`src/rtl/squash_ctrl_if.sv`:
```
// Squash controller bus: ROB/dcache status toward the sequencer, recovery controls back out.
// drain_timeout exists only when SQUASH_CTRL_TIMEOUT_EN is defined.
interface squash_ctrl_if #(
  parameter int SQ_CNT_W = 4
);
  logic                squash_in;
  logic [31:0]         squash_pc;
  logic                halt_in;
  logic [SQ_CNT_W-1:0] sq_pending;
  logic                dcache_busy;
  logic                flush_backend;
  logic                rat_restore;
  logic                stall_frontend;
  logic                redirect_valid;
  logic [31:0]         redirect_pc;
  logic                halted;
`ifdef SQUASH_CTRL_TIMEOUT_EN
  logic                drain_timeout;

  modport master (
    output squash_in, squash_pc, halt_in, sq_pending, dcache_busy,
    input  flush_backend, rat_restore, stall_frontend, redirect_valid,
           redirect_pc, halted, drain_timeout
  );

  modport slave (
    input  squash_in, squash_pc, halt_in, sq_pending, dcache_busy,
    output flush_backend, rat_restore, stall_frontend, redirect_valid,
           redirect_pc, halted, drain_timeout
  );
`else
  modport master (
    output squash_in, squash_pc, halt_in, sq_pending, dcache_busy,
    input  flush_backend, rat_restore, stall_frontend, redirect_valid,
           redirect_pc, halted
  );

  modport slave (
    input  squash_in, squash_pc, halt_in, sq_pending, dcache_busy,
    output flush_backend, rat_restore, stall_frontend, redirect_valid,
           redirect_pc, halted
  );
`endif
endinterface

```
`src/rtl/squash_ctrl.sv`:
```
// Recovery sequencer: flush, store drain, RAT restore, fetch redirect; also parks the core on halt.
// Optional drain watchdog enabled by defining SQUASH_CTRL_TIMEOUT_EN.
module squash_ctrl #(
  parameter int SQ_CNT_W       = 4,
  parameter int RESTORE_CYCLES = 2,
  parameter int TIMEOUT_CYCLES = 255
) (
  input logic         clock,
  input logic         reset,
  squash_ctrl_if.slave bus
);

  localparam logic [2:0] ST_IDLE       = 3'd0;
  localparam logic [2:0] ST_FLUSH      = 3'd1;
  localparam logic [2:0] ST_DRAIN      = 3'd2;
  localparam logic [2:0] ST_RESTORE    = 3'd3;
  localparam logic [2:0] ST_REDIRECT   = 3'd4;
  localparam logic [2:0] ST_HALT_DRAIN = 3'd5;
  localparam logic [2:0] ST_HALTED     = 3'd6;

  localparam logic [SQ_CNT_W-1:0] SQ_EMPTY  = '0;
  localparam logic [3:0]          RCNT_LOAD = 4'(RESTORE_CYCLES - 1);

  if (RESTORE_CYCLES < 1 || RESTORE_CYCLES > 15) begin : g_bad_restore
    $error("squash_ctrl: RESTORE_CYCLES must be in 1..15");
  end
  if (TIMEOUT_CYCLES < 1 || TIMEOUT_CYCLES > 255) begin : g_bad_timeout
    $error("squash_ctrl: TIMEOUT_CYCLES must be in 1..255");
  end

  logic [2:0]  state;
  logic [2:0]  state_next;
  logic [31:0] pc_q;
  logic [3:0]  rcnt;
  logic        drained;
  logic        drain_exit;
  logic        draining;

  assign drained  = (bus.sq_pending == SQ_EMPTY) && !bus.dcache_busy;
  assign draining = (state == ST_DRAIN) || (state == ST_HALT_DRAIN);

`ifdef SQUASH_CTRL_TIMEOUT_EN
  localparam logic [7:0] TCNT_LAST = 8'(TIMEOUT_CYCLES - 1);

  logic [7:0] tcnt;
  logic       timeout_q;
  logic       expired;
  logic       drain_enter;

  assign expired     = (tcnt == TCNT_LAST);
  assign drain_exit  = drained || expired;
  assign drain_enter = (state == ST_FLUSH) ||
                       ((state == ST_IDLE) && !bus.squash_in && bus.halt_in);

  // Watchdog counts cycles spent draining; fires only if the drain itself has not completed.
  always_ff @(posedge clock or posedge reset) begin
    if (reset) begin
      tcnt      <= 8'd0;
      timeout_q <= 1'b0;
    end else begin
      if (drain_enter) begin
        tcnt <= 8'd0;
      end else if (draining && !expired) begin
        tcnt <= tcnt + 8'd1;
      end
      if (draining && expired && !drained) begin
        timeout_q <= 1'b1;
      end
    end
  end

  assign bus.drain_timeout = timeout_q;
`else
  assign drain_exit = drained;
`endif

  always_comb begin
    state_next = state;
    case (state)
      ST_IDLE: begin
        if (bus.squash_in) begin
          state_next = ST_FLUSH;
        end else if (bus.halt_in) begin
          state_next = ST_HALT_DRAIN;
        end
      end
      ST_FLUSH:      state_next = ST_DRAIN;
      ST_DRAIN:      if (drain_exit) state_next = ST_RESTORE;
      ST_RESTORE:    if (rcnt == 4'd0) state_next = ST_REDIRECT;
      ST_REDIRECT:   state_next = ST_IDLE;
      ST_HALT_DRAIN: if (drain_exit) state_next = ST_HALTED;
      ST_HALTED:     state_next = ST_HALTED;
      default:       state_next = ST_IDLE;
    endcase
  end

  // rcnt is reloaded on every DRAIN exit so each restore runs the full RESTORE_CYCLES.
  always_ff @(posedge clock or posedge reset) begin
    if (reset) begin
      state <= ST_IDLE;
      pc_q  <= 32'd0;
      rcnt  <= 4'd0;
    end else begin
      state <= state_next;
      if ((state == ST_IDLE) && bus.squash_in) begin
        pc_q <= bus.squash_pc;
      end
      if ((state == ST_DRAIN) && drain_exit) begin
        rcnt <= RCNT_LOAD;
      end else if ((state == ST_RESTORE) && (rcnt != 4'd0)) begin
        rcnt <= rcnt - 4'd1;
      end
    end
  end

  assign bus.flush_backend  = (state == ST_FLUSH);
  assign bus.rat_restore    = (state == ST_RESTORE);
  assign bus.stall_frontend = (state != ST_IDLE);
  assign bus.redirect_valid = (state == ST_REDIRECT);
  assign bus.redirect_pc    = pc_q;
  assign bus.halted         = (state == ST_HALTED);

endmodule

```
`src/flat_wrapper.sv`:
```
// flat-port wrapper written by rule: the top's interface ports become plain ports
module squash_ctrl_flat 
#(
  parameter int SQ_CNT_W       = 4,
  parameter int RESTORE_CYCLES = 2,
  parameter int TIMEOUT_CYCLES = 255
)
  (clock, reset, bus_squash_in, bus_squash_pc, bus_halt_in, bus_sq_pending, bus_dcache_busy, bus_flush_backend, bus_rat_restore, bus_stall_frontend, bus_redirect_valid, bus_redirect_pc, bus_halted);
  squash_ctrl_if #(.SQ_CNT_W(SQ_CNT_W)) bus_i ();
  input logic clock;
  input logic reset;
  input wire logic [$bits(bus_i.squash_in)-1:0] bus_squash_in;
  input wire logic [$bits(bus_i.squash_pc)-1:0] bus_squash_pc;
  input wire logic [$bits(bus_i.halt_in)-1:0] bus_halt_in;
  input wire logic [$bits(bus_i.sq_pending)-1:0] bus_sq_pending;
  input wire logic [$bits(bus_i.dcache_busy)-1:0] bus_dcache_busy;
  output wire logic [$bits(bus_i.flush_backend)-1:0] bus_flush_backend;
  output wire logic [$bits(bus_i.rat_restore)-1:0] bus_rat_restore;
  output wire logic [$bits(bus_i.stall_frontend)-1:0] bus_stall_frontend;
  output wire logic [$bits(bus_i.redirect_valid)-1:0] bus_redirect_valid;
  output wire logic [$bits(bus_i.redirect_pc)-1:0] bus_redirect_pc;
  output wire logic [$bits(bus_i.halted)-1:0] bus_halted;
  assign bus_i.squash_in = bus_squash_in;
  assign bus_i.squash_pc = bus_squash_pc;
  assign bus_i.halt_in = bus_halt_in;
  assign bus_i.sq_pending = bus_sq_pending;
  assign bus_i.dcache_busy = bus_dcache_busy;
  assign bus_flush_backend = bus_i.flush_backend;
  assign bus_rat_restore = bus_i.rat_restore;
  assign bus_stall_frontend = bus_i.stall_frontend;
  assign bus_redirect_valid = bus_i.redirect_valid;
  assign bus_redirect_pc = bus_i.redirect_pc;
  assign bus_halted = bus_i.halted;
  squash_ctrl #(.SQ_CNT_W(SQ_CNT_W), .RESTORE_CYCLES(RESTORE_CYCLES), .TIMEOUT_CYCLES(TIMEOUT_CYCLES)) u_core (.clock(clock), .reset(reset), .bus(bus_i));
endmodule
```
`config.mk`:
```
export PLATFORM = sky130hd
export DESIGN_NAME = squash_ctrl_flat
export DESIGN_NICKNAME = d
export VERILOG_FILES = /design/src/rtl/squash_ctrl_if.sv /design/src/rtl/squash_ctrl.sv /design/src/flat_wrapper.sv
export SDC_FILE = /design/constraint.sdc
export NUM_CORES = 1
export LEC_CHECK = 0
export ABC_CLOCK_PERIOD_IN_PS = 3500
export CAP_MARGIN = 20
export CORE_ASPECT_RATIO = 0.7
export CORE_MARGIN = 2
export CORE_UTILIZATION = 46
export CTS_BUF_LIST = sky130_fd_sc_hd__clkbuf_8 sky130_fd_sc_hd__clkbuf_16
export DETAILED_ROUTE_END_ITERATION = 10
export HOLD_SLACK_MARGIN = 0.12
export PLACE_DENSITY = 0.94
export SLEW_MARGIN = 20
export SYNTH_ARGS = -nofsm -noshare
export SYNTH_HDL_FRONTEND = slang
export SYNTH_SLANG_ARGS = --single-unit
```
`constraint.sdc`:
```
create_clock -name clock -period 3.5 [get_ports clock]
set_input_delay 0.35 -clock clock [delete_from_list [all_inputs] [get_ports clock]]
set_output_delay 0.35 -clock clock [all_outputs]
set_load 0.1 [all_outputs]
```
==> metrics.yaml, run 1 <==
timing:
  tightest_slew_ps: 1007
  max_clock_freq_mhz: 381.2
  grt_setup_unrepaired: "false"
  hold_viol: 0
  setup_tns_ps: 0
  skew_ps: 4.727
  slew_viol_final: 0
  maxSlewHeadroom: 0.3265
  period_share: 0.7496
  setup_viol: 0
  min_period_ps: 2624
drt:
  vias: 1261
  top_layer_used: "met4"
  dr_wl_met3_microns: 236
  drt.antenna.violating_nets: 0
  finalWirelength_mm: 3.811
  dr.first_iter.drc_count: 42
  wl_per_cell_microns: 14.89
  vias_per_cell: 4.926
  drc_errors: 0
  dr_wl_met2_mm: 1.807
  met1_length_mm: 1.712
  dr.pass1.iters: 4
worst_setup_path:
  path_cells: "inv_1 -> nand2_1 -> clkdlybuf4s50_1"
  critical_path_buf_inv_count: 2
  crit_arrival_ps: 2270
  crit_path_max_incr_delay_ps: 1140
  crit_family: "buffers and inverters"
  cp_slowest_cell: "clkdlybuf4s50_1"
  crit_type: "reg -> out"
  worstPathRequired_ps: 3150
  start_kind: "flop"
  end_kind: "primary output"
  crit_fanout: 13
final_layout:
  drive_above_1_share: 0.2353
  layout_common_cells: "clkdlybuf4s50_1 (73), dfrtp_1 (39), mux2_4 (30)"
  fillers: 311
  multi_input_area_sq_um: 755.7
  regArea_sq_um: 975.9
  area_growth_pct: 44.63
  final_common_cell: "clkdlybuf4s50_1"
  diodes: 0
  fin_cells: 256
  fin_nets: 245
  utilization: 0.6874
status:
  outcome: "finished, final reports clean"
floorplan:
  start_util: 0.4753
  dieHeight_microns: 57.10
  coreArea_sq_um: 3899
  io_pins: 78
  die_w_microns: 79.86
  num_rows: 19
  die-area_sq_um: 4560
clocking:
  root_buffer: "clkbuf_8"
  cts_tree: "yes"
  post-cts-setup-buffers: 0
  cts_hold_buffers: 0
  cts_buffers: 5
  worstSkewPairLatency_ps: 290
  cts.clk_slew.worst_paths_ps: 80
  htree_num_levels: 2
  clockBufferDepth: 2
  post_cts_resized: 0
  clkSinkCount: 39
placed_design:
  hpwl_mm: 2.834
  port_buffers: 77
  dp.cells: 248
  place.gp.congestion: 0.8705
logic_synthesis:
  synth_cells: 125
  synth_area_sq_um: 1853
  synth_area_per_cell_sq_um: 14.82
  syn_nets: 167
  synth.distinct_cells: 36
  synth_warnings: 0
  synth_area_leaders: "dfrtp_1 (53%), mux2_4 (24%), buf_12 (3.2%)"
  yosysSeqAreaShare: 0.5267
  yosysTopAreaCellShare: 0.5267
  synth_top_cell_by_area: "dfrtp_1"
  synth-seq-cells: 39
grt:
  grt_pass1_wl_mm: 6.058
  grt_max_degree: 40
  grt_antenna_before_repair: 0
  grt_pass1_vias: 1257
  grt_util_all_layers: 0.1781
  grt-ovfl-total: 0
run:
  cap_violations: 0
hold_path:
  worstHoldPathType: "in -> async"
==> cell type report <==
| class | count | area share |
|---|---|---|
| multi-input combinational | 71 | 0.2820 |
| clock buffer | 5 | 0.02568 |
| inverter | 8 | 0.01120 |
| timing repair buffer | 78 | 0.2866 |
| clock inverter | 3 | 0.006069 |
| sequential | 39 | 0.3641 |
| tap | 52 | 0.02428 |
==> path summary, 6_finish.rpt <==
kind | start | end | slack, ps | depth (start not counted)
max | u_core.state[1] | bus_stall_frontend | 880 | 3
min | reset | u_core.bus.redirect_pc[24] | 480 | 3
max reg2reg | u_core.state[1] | u_core.bus.redirect_pc[15] | 1650 | 3
min reg2reg | u_core.bus.redirect_pc[5] | u_core.bus.redirect_pc[5] | 510 | 1
max in group asynchronous | reset | u_core.bus.redirect_pc[30] | 2700 | 3
min in group clock | u_core.bus.redirect_pc[5] | u_core.bus.redirect_pc[5] | 510 | 1
==> state kept, by name (all words and copies together), names as in the netlist <==
register	cells
u_core.bus.redirect_pc	32
u_core.state	3
u_core.rcnt	4
==> cells by family (layout without fill, tap and decap cells) <==
family / Yosys count / in the layout / synth area share
XOR/XNOR: 1 / 1 / 0.004727
flip-flops: 39 / 39 / 0.5267
AND/OR/NAND/NOR: 23 / 23 / 0.07969
adder cells (fa/ha/maj): 1 / 1 / 0.006751
multiplexers: 33 / 33 / 0.2613
buffers and inverters: 15 / 94 / 0.06549
AO/OA/AOI/OAI: 13 / 13 / 0.05537
==> cells in the mapped netlist <==
cell type,n
nand3b_1,2
o221ai_1,1
nand2b_1,1
o21ai_0,2
mux2_2,3
and3_1,2
clkbuf_1,1
nor4b_1,2
inv_1,8
buf_2,1
xnor2_1,1
a22o_1,2
o32ai_1,1
nand3_1,2
buf_12,3
o211ai_1,1
mux2_4,30
or3_1,1
and3_4,1
buf_6,2
dfrtp_1,39
a41oi_1,1
o31ai_1,1
o211a_1,1
nor3b_1,1
nand4_1,1
or2_2,1
nor2_4,1
nor3_1,4
nor2_1,1
ha_1,1
a21oi_1,1
a211o_1,1
o311a_1,1
nand2_1,2
and2_1,1
==> routing by layer <==
layer	global-route usage	vias to the layer above
met4	0.05811	0
li1	-	602
met2	0.2881	51
met1	0.2390	603
met3	0.04430	5
met5	0	-
==> per-stage QoR <==
stage          hold WS [ps]  setup slack [ps]  area [sq um]
2_1_floorplan         498.1             464.0          1853
3_3_place_gp          489.7              1245          2595
3_5_place_dp          492.2              1185          2595
4_1_cts               484.4             865.6          2680
5_1_grt               523.0             751.6          2680
6_report              476.2             876.5          2680
==> worst reg2reg max path, cell delays in order (launching register included) <==
cell,delay (ps)
dfrtp_1,510
inv_1,210
and3_4,610
mux2_2,410
Power of run 1 is left out: the tool's default activity adds up to more than one toggle a clock period on the data nets, which glitch-free logic cannot reach.
==> run 2, diff against run 1 <==
- ABC_CLOCK_PERIOD_IN_PS: 3500 -> 2630
- CORE_UTILIZATION: 46 -> 42
- PLACE_DENSITY: 0.94 -> 0.87
- clock period: 3.5 -> 2.63 ns (I/O delays scaled with it)
==> metrics.yaml, run 2 (synthesized netlist as in run 1, its figures left out) <==
floorplan:
  io_pins: 78
  die-area_sq_um: 4968
  num_rows: 20
  dieHeight_microns: 59.58
  coreArea_sq_um: 4279
  start_util: 0.4330
  die_w_microns: 83.39
timing:
  skew_ps: 3.127
  tightest_slew_ps: 592.9
  maxSlewHeadroom: 0.6047
  grt_setup_unrepaired: "false"
  slew_viol_final: 0
  period_share: 0.7185
  max_clock_freq_mhz: 529.2
  min_period_ps: 1890
  setup_viol: 0
  hold_viol: 0
final_layout:
  layout_common_cells: "clkdlybuf4s50_1 (40), dfrtp_1 (39), buf_4 (38)"
  fin_nets: 245
  drive_above_1_share: 0.3971
  fillers: 335
  largest_reg_flops: 32
  design_area_sq_um: 2649
  diodes: 0
  area_growth_pct: 42.94
  final_common_cell: "clkdlybuf4s50_1"
drt:
  finalWirelength_mm: 3.974
  drc_errors: 0
  vias_per_cell: 4.942
  dr.pass1.iters: 4
  vias: 1280
  drt.antenna.violating_nets: 0
  wl_per_cell_microns: 15.34
  dr.first_iter.drc_count: 56
grt:
  grt_util_all_layers: 0.1631
  busiest_layer: "met2"
  grt_max_degree: 40
  grt_pass1_vias: 1225
  met2_usage: 0.2581
  grt_antenna_before_repair: 0
  grt-ovfl-total: 0
  use_met1: 0.2232
  grtUsageMet3: 0.04875
  grt_pass1_wl_mm: 6.223
worst_setup_path:
  crit_arrival_ps: 1630
  end_kind: "primary output"
  crit_type: "reg -> out"
  worstPathRequired_ps: 2370
  start_kind: "flop"
  crit_fanout: 13
clocking:
  cts_hold_buffers: 0
  post-cts-setup-buffers: 0
  clkSinkCount: 39
  post_cts_resized: 0
  cts.clk_slew.worst_paths_ps: 70
  clockBufferDepth: 2
  cts_buffers: 5
  root_buffer: "clkbuf_8"
  htree_num_levels: 2
  cts_tree: "yes"
  worstSkewPairLatency_ps: 280
placed_design:
  hpwl_mm: 2.836
  port_buffers: 77
  place.gp.congestion: 0.7660
  place_area_sq_um: 2516
run:
  cap_violations: 0
hold_path:
  worstHoldPathType: "in -> async"
status:
  outcome: "finished, final reports clean"
run 2: final timing paths:
path                                            start                         end  slack (ps)  cells past startpoint
setup / recovery                      u_core.state[1]                  bus_halted         740                      3
hold / removal                                  reset  u_core.bus.redirect_pc[23]         400                      3
setup reg to reg                      u_core.state[1]  u_core.bus.redirect_pc[14]         750                      3
hold reg to reg            u_core.bus.redirect_pc[13]  u_core.bus.redirect_pc[13]         510                      1
max in group asynchronous                       reset  u_core.bus.redirect_pc[28]        1890                      3
min in group clock         u_core.bus.redirect_pc[13]  u_core.bus.redirect_pc[13]         510                      1
run 2: stage by stage:
step	setup TNS, ps	worst slack [ps]	utilization	cells	hold slack [ps]
final	0	740.3	0.6190	259	398.9
after global routing	0	654.0	0.6190	259	428.1
after CTS	0	742.3	0.6190	259	414.0
after detailed placement	0	718.3	0.5880	251	497.2
after global placement	0	747.5	0.5880	251	492.8
after floorplan	-638.0	-319.0	-	125	411.1
run 2: metal layers:
| layer | vias up | wire length [microns] |
|---|---|---|
| li1 | 599 | - |
| met1 | 627 | 1785 |
| met2 | 52 | 1901 |
| met3 | 2 | 260 |
| met4 | 0 | 27 |
| met5 | - | 0 |
run 2: critical path, stage by stage, from the launching register on:
cell	delay, ps
dfrtp_1	580
inv_1	200
nor3_1	230
buf_4	330
run 2: cell type report:
class / instances / area (sq um) / area share
inverter: 8 / 30.03 / 0.01134
tap: 55 / 68.82 / 0.02598
clock inverter: 3 / 63.81 / 0.02409
sequential: 39 / 975.9 / 0.3684
clock buffer: 5 / 68.82 / 0.02598
multi-input combinational: 71 / 755.7 / 0.2853
timing repair buffer: 78 / 685.7 / 0.2589
Power of run 2 is left out for the same reason.
==> run 3, diff against run 2 <==
- ABC_CLOCK_PERIOD_IN_PS: 2630 -> 1600
- CORE_UTILIZATION: 42 -> 38
- PLACE_DENSITY: 0.87 -> 0.84
- clock period: 2.63 -> 1.6 ns (I/O delays scaled with it)
==> metrics.yaml, run 3 (synthesized netlist as in run 1, its figures left out) <==
drt:
  drc_errors: 0
  dr.pass1.iters: 4
  drt.antenna.violating_nets: 0
  vias_per_cell: 5.083
  finalWirelength_mm: 4.419
  wl_per_cell_microns: 15.95
  vias: 1408
  dr.first_iter.drc_count: 44
timing:
  grt_setup_unrepaired: "false"
  min_period_ps: 1546
  period_share: 0.9660
  setup_tns_ps: 0
  postLayoutSetupSlackWorst_ps: 54.42
  max_clock_freq_mhz: 647.0
  maxSlewHeadroom: 0.6722
  whs_ps: 287.3
  setup_viol: 0
  skew_ps: 4.900
  tightest_slew_ps: 491.7
  slew_viol_final: 0
  hold_viol: 0
placed_design:
  place.gp.congestion: 0.7710
  dp.cells: 264
  place_ws_ps: 39.57
  hpwl_mm: 3.360
  port_buffers: 77
final_layout:
  drive_above_1_share: 0.4727
  fin_nets: 261
  layout_common_cells: "clkdlybuf4s50_1 (40), buf_12 (40), dfrtp_1 (39)"
  largest_reg_flops: 32
  diodes: 0
  area_growth_pct: 76.77
  fin_cells: 277
clocking:
  htree_num_levels: 2
  clkSinkCount: 39
  cts_hold_buffers: 0
  cts.clk_slew.worst_paths_ps: 80
  root_buffer: "clkbuf_8"
  cts_tree: "yes"
  clockBufferDepth: 2
  cts_buffers: 5
  worstSkewPairLatency_ps: 290
run:
  cap_violations: 0
floorplan:
  die-area_sq_um: 5460
  coreArea_sq_um: 4730
  die_w_microns: 87.47
  dieHeight_microns: 62.43
  num_rows: 21
  start_util: 0.3918
  io_pins: 78
grt:
  grt_antenna_before_repair: 0
  grt_pass1_wl_mm: 7.072
  grt_max_degree: 40
  grt_pass1_vias: 1435
  grt-ovfl-total: 0
  grt_util_all_layers: 0.1683
worst_setup_path:
  crit_arrival_ps: 1390
  regToRegSetupSlack_ps: 60
  r2r_cells: 5
  r2r-start: "u_core.state[2]"
  r2r_end: "u_core.bus.redirect_pc[18]"
  start_kind: "flop"
  crit_fanout: 8
  worstPathRequired_ps: 1440
  end_kind: "primary output"
  crit_type: "reg -> out"
hold_path:
  worstHoldPathType: "in -> async"
status:
  outcome: "finished, final reports clean"
## run 3: area by class of cell
class,count,area (sq um)
Timing Repair Buffer,94,1314
Sequential cell,39,975.9
Clock inverter,3,16.27
Fill cell,325,1454
Multi-Input combinational cell,71,792.0
Inverter,8,37.54
Clock buffer,5,68.82
Tap cell,57,71.32
## run 3: per-stage QoR
stage / area [sq um] / utilization
finish: 3276 / 0.6926
floorplan: 1889 / -
detailed placement: 3137 / 0.6632
global placement: 3137 / 0.6632
CTS: 3252 / 0.6876
global route: 3276 / 0.6926
## run 3: timing repair
action                                 in CTS  in global routing
setup buffers                               3                  2
endpoints found under the hold margin       0                  0
pin swaps                                   0                  1
resized for setup                           2                  2
setup endpoints to repair                   2                  3
## run 3: layer usage
metal / vias up / GRT usage / share of wire
li1: 634 / - / -
met4: 0 / 0.06731 / 0.018
met5: - / 0 / 0
met1: 688 / 0.2253 / 0.42
met3: 8 / 0.04756 / 0.079
met2: 78 / 0.2576 / 0.48
## run 3: worst max path at each step
| stage | start | to | slack, ps | cells past startpoint |
|---|---|---|---|---|
| final | u_core.state[2] | bus_flush_backend | 50 | 4 |
| after global routing | u_core.state[2] | bus_flush_backend | 8 | 4 |
| after CTS | u_core.state[0] | bus_rat_restore | 20 | 4 |
| after detailed placement | bus_squash_in | u_core.bus.redirect_pc[28] | 40 | 4 |
| after global placement | bus_squash_in | u_core.bus.redirect_pc[26] | 70 | 4 |
| after floorplan | u_core.state[2] | u_core.rcnt[3] | -60 | 5 |
## run 3: critical path: stages (launching register included)
cell        delay, ps
dfrtp_1           380
buf_6             150
clkinvlp_4        140
and3_2            260
buf_12            160
Power of run 3 is left out for the same reason.
